$ cat src/rtl/anchor_pkg.sv
// ----------------------------------------------------------------------------
// anchor_pkg
// Shared definitions for the anchor sequencer:
//   - state_t      : sequencer FSM state encoding
//   - STEP_DEFAULT : default anchor_x advance per window (pixels)
//   - WINDOW_ROWS  : rows covered by one filter window
// ----------------------------------------------------------------------------
package anchor_pkg;

    localparam int unsigned STEP_DEFAULT = 16;
    localparam int unsigned WINDOW_ROWS  = 5;

    typedef enum logic [2:0] {
        IDLE    = 3'd0,
        FETCH   = 3'd1,
        MOVE    = 3'd2,
        FILTER  = 3'd3,
        ADVANCE = 3'd4,
        DONE    = 3'd5
    } state_t;

endpackage

$ cat src/rtl/flex_counter.sv
// ----------------------------------------------------------------------------
// flex_counter
// Generic up-counter with synchronous clear and count enable.
// Ports:
//   clk    : clock, rising edge
//   rst    : asynchronous reset, active-high (count -> 0)
//   clear  : synchronous clear, wins over enable
//   enable : increment count by one
//   count  : current count value (wraps at 2**WIDTH)
// ----------------------------------------------------------------------------
module flex_counter #(
    parameter int unsigned WIDTH = 8
) (
    input  logic             clk,
    input  logic             rst,
    input  logic             clear,
    input  logic             enable,
    output logic [WIDTH-1:0] count
);

    logic [WIDTH-1:0] count_reg;

    always_ff @(posedge clk or posedge rst) begin
        if (rst) begin
            count_reg <= '0;
        end else if (clear) begin
            count_reg <= '0;
        end else if (enable) begin
            count_reg <= count_reg + 1'b1;
        end
    end

    assign count = count_reg;

endmodule

$ cat src/rtl/anchor_sequencer.sv
// ----------------------------------------------------------------------------
// anchor_sequencer
// Walks a filter anchor across a frame: for each anchor it requests a row
// fetch, pulses the blur controller, waits for it to finish, then advances
// the anchor by STEP columns (or to the next row). Remainder columns that
// cannot hold a full STEP-wide window are skipped.
//
// Optional feature: define ANCHOR_WATCHDOG_EN to compile in a FILTER-phase
// watchdog (WDOG_CYCLES cycles) that sets sticky wdog_err and ends the frame.
//
// Ports:
//   clk, rst       : clock (rising edge), asynchronous active-high reset
//   start          : begin frame (IDLE only, ignored while abort is high)
//   abort          : synchronous frame cancel, highest priority
//   img_width/height : frame dimensions, latched on accepted start
//   fetch_req/ack  : row fetch handshake
//   anchor_moving  : one-cycle pulse starting the blur controller
//   anchor_x/y     : current anchor position
//   blur_final     : blur controller finished the current anchor
//   busy           : high outside IDLE
//   frame_done     : one-cycle end-of-frame pulse
//   wdog_err       : sticky watchdog timeout flag (0 when compiled out)
// ----------------------------------------------------------------------------
module anchor_sequencer
    import anchor_pkg::*;
#(
    parameter int unsigned STEP        = STEP_DEFAULT,
    parameter int unsigned WDOG_CYCLES = 1024
) (
    input  logic        clk,
    input  logic        rst,
    input  logic        start,
    input  logic        abort,
    input  logic [15:0] img_width,
    input  logic [15:0] img_height,
    output logic        fetch_req,
    input  logic        fetch_ack,
    output logic        anchor_moving,
    output logic [31:0] anchor_x,
    output logic [31:0] anchor_y,
    input  logic        blur_final,
    output logic        busy,
    output logic        frame_done,
    output logic        wdog_err
);

    localparam logic [31:0] STEP32 = 32'(STEP);

    state_t      state_reg;
    state_t      state_next;
    logic [15:0] width_reg;
    logic [15:0] height_reg;
    logic [31:0] anchor_x_reg;
    logic [31:0] anchor_y_reg;

    logic        start_accept;
    logic        too_small;
    logic        adv_x;
    logic        adv_y;
    logic        wdog_expire;

    assign start_accept = (state_reg == IDLE) && start && !abort;

    // Frames narrower than one window or with no rows produce no anchors.
    assign too_small = ({16'd0, img_width} < STEP32) || (img_height == 16'd0);

    // Another window fits to the right only if its full STEP width is inside.
    assign adv_x = (anchor_x_reg + (STEP32 << 1)) <= {16'd0, width_reg};
    assign adv_y = (anchor_y_reg + 32'd1) < {16'd0, height_reg};

`ifdef ANCHOR_WATCHDOG_EN
    localparam int unsigned WDOG_W = $clog2(WDOG_CYCLES) + 1;

    logic [WDOG_W-1:0] wdog_count;
    logic              wdog_err_reg;

    // Held clear outside FILTER so it starts from zero on every FILTER entry.
    flex_counter #(
        .WIDTH (WDOG_W)
    ) u_wdog_counter (
        .clk    (clk),
        .rst    (rst),
        .clear  (state_reg != FILTER),
        .enable (state_reg == FILTER),
        .count  (wdog_count)
    );

    assign wdog_expire = (state_reg == FILTER) && !blur_final &&
                         (wdog_count == WDOG_W'(WDOG_CYCLES - 1));

    always_ff @(posedge clk or posedge rst) begin
        if (rst) begin
            wdog_err_reg <= 1'b0;
        end else if (start_accept) begin
            wdog_err_reg <= 1'b0;
        end else if (wdog_expire && !abort) begin
            wdog_err_reg <= 1'b1;
        end
    end

    assign wdog_err = wdog_err_reg;
`else
    assign wdog_expire = 1'b0;
    assign wdog_err    = 1'b0;
`endif

    // State register
    always_ff @(posedge clk or posedge rst) begin
        if (rst) begin
            state_reg <= IDLE;
        end else begin
            state_reg <= state_next;
        end
    end

    // Next-state and outputs
    always_comb begin
        state_next    = state_reg;
        fetch_req     = 1'b0;
        anchor_moving = 1'b0;
        frame_done    = 1'b0;
        case (state_reg)
            IDLE: begin
                if (start_accept) begin
                    state_next = too_small ? DONE : FETCH;
                end
            end
            FETCH: begin
                fetch_req = 1'b1;
                if (fetch_ack) begin
                    state_next = MOVE;
                end
            end
            MOVE: begin
                anchor_moving = 1'b1;
                state_next    = FILTER;
            end
            FILTER: begin
                if (blur_final) begin
                    state_next = ADVANCE;
                end else if (wdog_expire) begin
                    state_next = DONE;
                end
            end
            ADVANCE: begin
                state_next = (adv_x || adv_y) ? FETCH : DONE;
            end
            DONE: begin
                // An abort arriving in DONE cancels the end-of-frame pulse.
                frame_done = !abort;
                state_next = IDLE;
            end
            default: begin
                state_next = IDLE;
            end
        endcase
        if (abort && (state_reg != IDLE)) begin
            state_next = IDLE;
        end
    end

    // Frame dimensions and anchor position; only start and ADVANCE move them.
    always_ff @(posedge clk or posedge rst) begin
        if (rst) begin
            width_reg    <= 16'd0;
            height_reg   <= 16'd0;
            anchor_x_reg <= 32'd0;
            anchor_y_reg <= 32'd0;
        end else if (start_accept) begin
            width_reg    <= img_width;
            height_reg   <= img_height;
            anchor_x_reg <= 32'd0;
            anchor_y_reg <= 32'd0;
        end else if ((state_reg == ADVANCE) && !abort) begin
            if (adv_x) begin
                anchor_x_reg <= anchor_x_reg + STEP32;
            end else if (adv_y) begin
                anchor_x_reg <= 32'd0;
                anchor_y_reg <= anchor_y_reg + 32'd1;
            end
        end
    end

    assign anchor_x = anchor_x_reg;
    assign anchor_y = anchor_y_reg;
    assign busy     = (state_reg != IDLE);

endmodule

$ cat config.mk
export PLATFORM = sky130hd
export DESIGN_NAME = anchor_sequencer
export DESIGN_NICKNAME = d
export VERILOG_FILES = /design/src/rtl/anchor_pkg.sv /design/src/rtl/flex_counter.sv /design/src/rtl/anchor_sequencer.sv
export SDC_FILE = /design/constraint.sdc
export NUM_CORES = 1
export LEC_CHECK = 0
export BUFFER_PORTS_ARGS = -buffer_cell sky130_fd_sc_hd__buf_2
export CAP_MARGIN = 25
export CORE_MARGIN = 4
export CORE_UTILIZATION = 40
export DETAILED_ROUTE_END_ITERATION = 8
export HOLD_SLACK_MARGIN = 0.02
export PLACE_DENSITY = 0.69
export SLEW_MARGIN = 30
export SYNTH_ARGS = -nofsm -noshare
export SYNTH_HDL_FRONTEND = slang
export SYNTH_SLANG_ARGS = --single-unit
export TNS_END_PERCENT = 10
$ cat constraint.sdc
create_clock -name clk -period 6.3 [get_ports clk]
set_input_delay 0.63 -clock clk [delete_from_list [all_inputs] [get_ports clk]]
set_output_delay 0.63 -clock clk [all_outputs]
set_load 0.005 [all_outputs]
; ---- Word-level counts from Yosys, hierarchy flattened
; Cells that the tools add are included.
[op_classes]
add_sub_neg = 3
multipliers = 0
n_div = 0
n_lt_le_gt_ge = 3
eq_ne = 9
shift = 0
muxes = 18
n_bitwise = 0
reduce_logical = 16
[op_table]
columns = op, n
row1 = 32-bit two-way mux, 8
row2 = "32-bit by 1-bit adder with 32-bit output, second input constant", 1
row3 = "32-bit by 5-bit adder with 32-bit output, second input constant", 1
row4 = "32-bit by 6-bit adder with 32-bit output, second input constant", 1
row5 = 32-bit by 16-bit less-or-equal comparator with 1-bit output, 1
row6 = 32-bit by 16-bit less-than comparator with 1-bit output, 1
row7 = 3-bit two-way mux, 6
row8 = 16-bit zero test, 1
row9 = "16-bit by 5-bit less-than comparator with 1-bit output, second input constant", 1
row10 = 3-bit case mux with 5 select lines, 1
row11 = "3-bit by 2-bit equality test with 1-bit output, second input constant", 2
row12 = "3-bit equality test, second input constant", 2
row13 = "3-bit != test, second input constant", 2
row14 = 3-bit AND reduction, 2
row15 = 3-bit nonzero test, 2
row16 = 1-bit logical AND, 4
row17 = 2-bit nonzero test, 2
row18 = "3-bit by 1-bit equality test with 1-bit output, second input constant", 1
row19 = 3-bit zero test, 1
row20 = 1-bit two-way mux, 3
row21 = "3-bit by 2-bit != test with 1-bit output, second input constant", 1
row22 = 1-bit logical OR, 2
row23 = "2-bit != test, second input constant", 1
row24 = 2-bit AND reduction, 1
row25 = 1-bit zero test, 1
[word_totals]
reg_bits = 99
latchBits = 0
ramBits = 0
rom_bits = 0
in_bits = 38
output_inout_bits = 69
elab_cells = 54
n_memories = 0

; ---- Longest topological paths before layout
[logic_depth]
depth_word = 6
mapped_depth = 15
depth_no_buf = 14

; ---- Worst setup path after synthesis
; No wires, ideal clock.
[synth_timing]
path_type = register to register
startpoint = register anchor_y_reg[0] (netlist: anchor_y[0])
endpoint = register anchor_x_reg[17] (netlist: anchor_x[17])
setup_time_ns = 0.148
arrival_time_ns = 3.474
t_required_ns = 6.152
path_slack_ns = 2.678
path_stages_with_launch = 16
path_buffers = 1
period_less_slack_ns = 3.622
cell_sequence = dfrtp_1 ha_1 nand3_1 nor3_1 and3_1 xor2_1 ha_1 nand2_1 o211a_1 o311ai_0 a21oi_1 nand4b_1 or3_1 a31oi_4 buf_6 o22ai_1
[synth_between]
elab_chain_len = 4
[synth_lines]
columns = item, line
row1 = from (decl), anchor_sequencer.sv:54  ; logic [31:0] anchor_y_reg;
row2 = from (signal assigned), anchor_sequencer.sv:179  ; anchor_y_reg <= anchor_y_reg + 32'd1;
row3 = 32-bit by 1-bit adder with 32-bit output, anchor_sequencer.sv:69  ; assign adv_y = (anchor_y_reg + 32'd1) < {16'd0, height_reg};
row4 = 32-bit by 16-bit less-than comparator with 1-bit output, anchor_sequencer.sv:69
row5 = 3-bit nonzero test (no line), --
row6 = 2-bit AND reduction (no line), --
row7 = to (signal assigned), anchor_sequencer.sv:176  ; anchor_x_reg <= anchor_x_reg + STEP32;
row8 = to (decl), anchor_sequencer.sv:53  ; logic [31:0] anchor_x_reg;
; Every way passes these cells.
; A chain may end at the register's enable or synchronous reset.

; ---- Worst setup path in the final report
[layout_timing]
startpoint = register anchor_y_reg[0] (netlist: anchor_y[0])
endpoint = register anchor_x_reg[24] (netlist: anchor_x[24])
; The elaborated chain is that of the path after synthesis.

==> reports/metrics.yaml <==
setup_path:
  critPathSlowestCell: "a31oi_4"
  critical_path_required_ns: 6.47
  crit_chain: "ha_1, nand3_1, nor3_1, and3_1, xor2_1, ha_1, nand2_1, o211a_1, o311ai_0, a21oi_1, nand4b_1, or3_1, a31oi_4, o21ai_0"
  cp-start-kind: "flip-flop"
  crit_path_end_kind: "flip-flop"
  cp_data_arrival_time_ns: 4.79
  path_common_cell: "ha_1"
  worstPathMaxFanout: 28
  criticalPathCategory: "flip-flop to flip-flop"
  cpPeakStageDelay_ns: 0.73
run_status:
  status: "complete, no violations"
clocking:
  clockRootBuffer: "clkbuf_16"
  clk_latency_ns: 0.35
  htree_levels: 3
  clk_path_buf_depth: 2
  clk_pin_slew_ns: 0.07
  cts_resized: 0
  numCtsBuffers: 9
  cts_sinks: 95
  cts_tree: "yes"
  postCtsSetupBuffers: 0
  hold_buffers: 0
floorplanning:
  rows: 44
  ios: 107
  die_y_um: 131
  core_sq_um: 14700
  die_area_sq_um: 17200
  die_w_um: 131
  initial_utilization: 0.411
job:
  maxCapViolCount: 0
placement:
  place_ws_ns: 1.73
  portBuffers: 101
  dpl.hpwl_um: 11400
  gp_congestion: 0.908
hold_path:
  hp-class: "input port to asynchronous set/reset pin"
logic_synthesis:
  syn_inst: 689
  synth_edf_count: 0
  yosysSeqAreaShare: 0.393
  synthArstFlopShare: 1.00
  ys.flop_type: "dfrtp_1"
  synthesis.area_sq_um: 6050
  yosysWarnings: 0
  synth-seq-cells: 95
  syn_avg_cell_area_sq_um: 8.78
  synth_cell_types: 70
sta:
  worst_pin_slew_ns: 0.890
  post-route-worst-setup-slack_ns: 1.68
  hold_viol: 0
  post-route-period-util: 0.733
  final.setup.tns_ns: 0
  setup_violations: 0
  slew_violations: 0
  rsz0062_at_grt: "no"
  finClkSkew_ns: 0.00913
  max_freq_mhz: 217
  fin_crit_ns: 4.62
  maxSlewHeadroom: 0.402
global_route:
  grt_first_pass_wirelength_um: 24800
  gr-total-overflow: 0
  grt_use_total: 0.182
  grt_pass1_vias: 4768
  grt_start_max_net_pins: 71
  antenna_found_initial: 0
cells_and_area:
  nets: 843
  syn2layout_area_growth_pct: 14.6
  drive_gt1_frac: 0.186
  largest_reg_flops: 32
  antenna_cells: 0
pwr:
  leakagePower_uw: 0.00320
  pwr-share-clk: 0.221
  ir_drop_uv: 147
  seqPwrFrac: 0.396
  power_density_nw_per_um2: 338
  switching_share: 0.396
  switchingPower_uw: 929
  pwr-share-comb: 0.383
  p_int_uw: 1410
routing:
  drt_iter0_drc: 376
  vias_per_cell: 5.47
  dr_total_vias: 5270
  postRouteAntennaNets: 0
  wl_per_cell_um: 16.0
  first_pass_iters: 5
  routed_wl_um: 15400
  drc: 0
## worst paths after layout
path | start | to | slack, ns | depth (start not counted)
min in group clk | width_reg[3] | width_reg[3] | 0.47 | 2
max in group asynchronous | rst | anchor_y[0] | 5.11 | 3
min | rst | anchor_y[19] | 0.25 | 2
min reg2reg | width_reg[3] | width_reg[3] | 0.47 | 2
max reg2reg | anchor_y[0] | anchor_x[24] | 1.68 | 14
max | anchor_y[0] | anchor_x[24] | 1.68 | 14
## through the flow
| stage | power, uW | utilization | cell area, sq um | hold slack (ns) | cells |
|---|---|---|---|---|---|
| floorplan | 1590 | - | 6060 | 0.438 | 693 |
| global placement | 1810 | 0.452 | 6640 | 0.459 | 948 |
| detailed placement | 1830 | 0.452 | 6640 | 0.461 | 948 |
| CTS | 2360 | 0.471 | 6920 | 0.249 | 964 |
| global route | 2540 | 0.471 | 6930 | 0.285 | 964 |
| finish | 2340 | 0.471 | 6930 | 0.247 | 964 |
## logic make-up (layout without fill, tap and decap cells)
| group | count (synthesis) | in the layout | share of synthesized area |
|---|---|---|---|
| buf+inv | 99 | 186 | 0.0712 |
| fa+ha+maj | 30 | 30 | 0.0621 |
| xor+xnor | 33 | 33 | 0.0478 |
| flops | 95 | 95 | 0.393 |
| other cells | 1 | 5 | 0.000620 |
| simple gates | 278 | 278 | 0.247 |
| compound gates | 140 | 140 | 0.157 |
| mux | 13 | 13 | 0.0219 |
## layer usage
layer | share of wire | vias to the layer above | global-route usage | wire (um)
li1 | - | 2638 | - | -
met1 | 0.51 | 2460 | 0.280 | 7800
met2 | 0.43 | 153 | 0.260 | 6610
met3 | 0.046 | 19 | 0.0260 | 704
met4 | 0.018 | 0 | 0.0623 | 280
met5 | 0 | - | 0 | 0
## worst max-delay path: cells and delay by family, from the launching register on
family / cells / cell delay, ns
adders and majority gates: 2 / 0.50
and+or+nand+nor: 6 / 1.96
DFF: 1 / 0.46
xor gates and xnor gates: 1 / 0.16
AOI/OAI and AO/OA: 5 / 1.35
## Yosys cell counts (all sizes together) (2+ instances only)
library cell	instances	area share
a211oi	3	0.0037
a21oi	27	0.022
a311o	2	0.0033
a311oi	2	0.0029
a31o	3	0.0043
a31oi	5	0.0077
a32o	7	0.012
and2	20	0.021
and3	12	0.012
and4	4	0.0058
buf	15	0.019
clkbuf	18	0.011
dfrtp	95	0.39
ha	30	0.062
inv	66	0.041
mux2	2	0.0037
mux2i	11	0.018
nand2	84	0.053
nand2b	4	0.0041
nand3	22	0.019
nand4	30	0.033
nor2	31	0.019
nor2b	2	0.0021
nor3	25	0.023
nor4	19	0.024
o2111ai	2	0.0029
o211ai	4	0.0058
o21ai	48	0.040
o22ai	20	0.024
o311ai	2	0.0029
o31ai	2	0.0025
or2	4	0.0041
or3	9	0.0093
or4	6	0.0081
xnor2	25	0.036
xor2	8	0.012
## power groups by stage
stage          logic (uW)  registers [uW]  clock network (uW)
2_1_floorplan         704             884                   0
3_3_place_gp          877             930                   0
3_5_place_dp          894             938                   0
4_1_cts               903             927                 531
5_1_grt              1030             952                 556
6_report              897             928                 518
## final cells by class
type | count | area, sq um
clock buffer | 13 | 260
sequential | 95 | 2380
tap | 184 | 230
multi-input combinational | 499 | 3260
timing repair buffer | 104 | 532
clock inverter | 3 | 17.5
fill | 1447 | 7770
inverter | 66 | 250
## cells in the final DEF (no fill, tap or decap), drive strengths merged, types with 2 or more instances in the layout
cell type	netlist	final
a211oi	3	3
a21oi	27	27
a311o	2	2
a311oi	2	2
a31o	3	3
a31oi	5	5
a32o	7	7
and2	20	20
and3	12	12
and4	4	4
buf	15	104
clkbuf	18	13
clkinv	0	2
conb	1	5
dfrtp	95	95
ha	30	30
inv	66	66
mux2	2	2
mux2i	11	11
nand2	84	84
nand2b	4	4
nand3	22	22
nand4	30	30
nor2	31	31
nor2b	2	2
nor3	25	25
nor4	19	19
o2111ai	2	2
o211ai	4	4
o21ai	48	48
o22ai	20	20
o311ai	2	2
o31ai	2	2
or2	4	4
or3	9	9
or4	6	6
xnor2	25	25
xor2	8	8
Note: power is estimated with default switching activity, not from simulation.
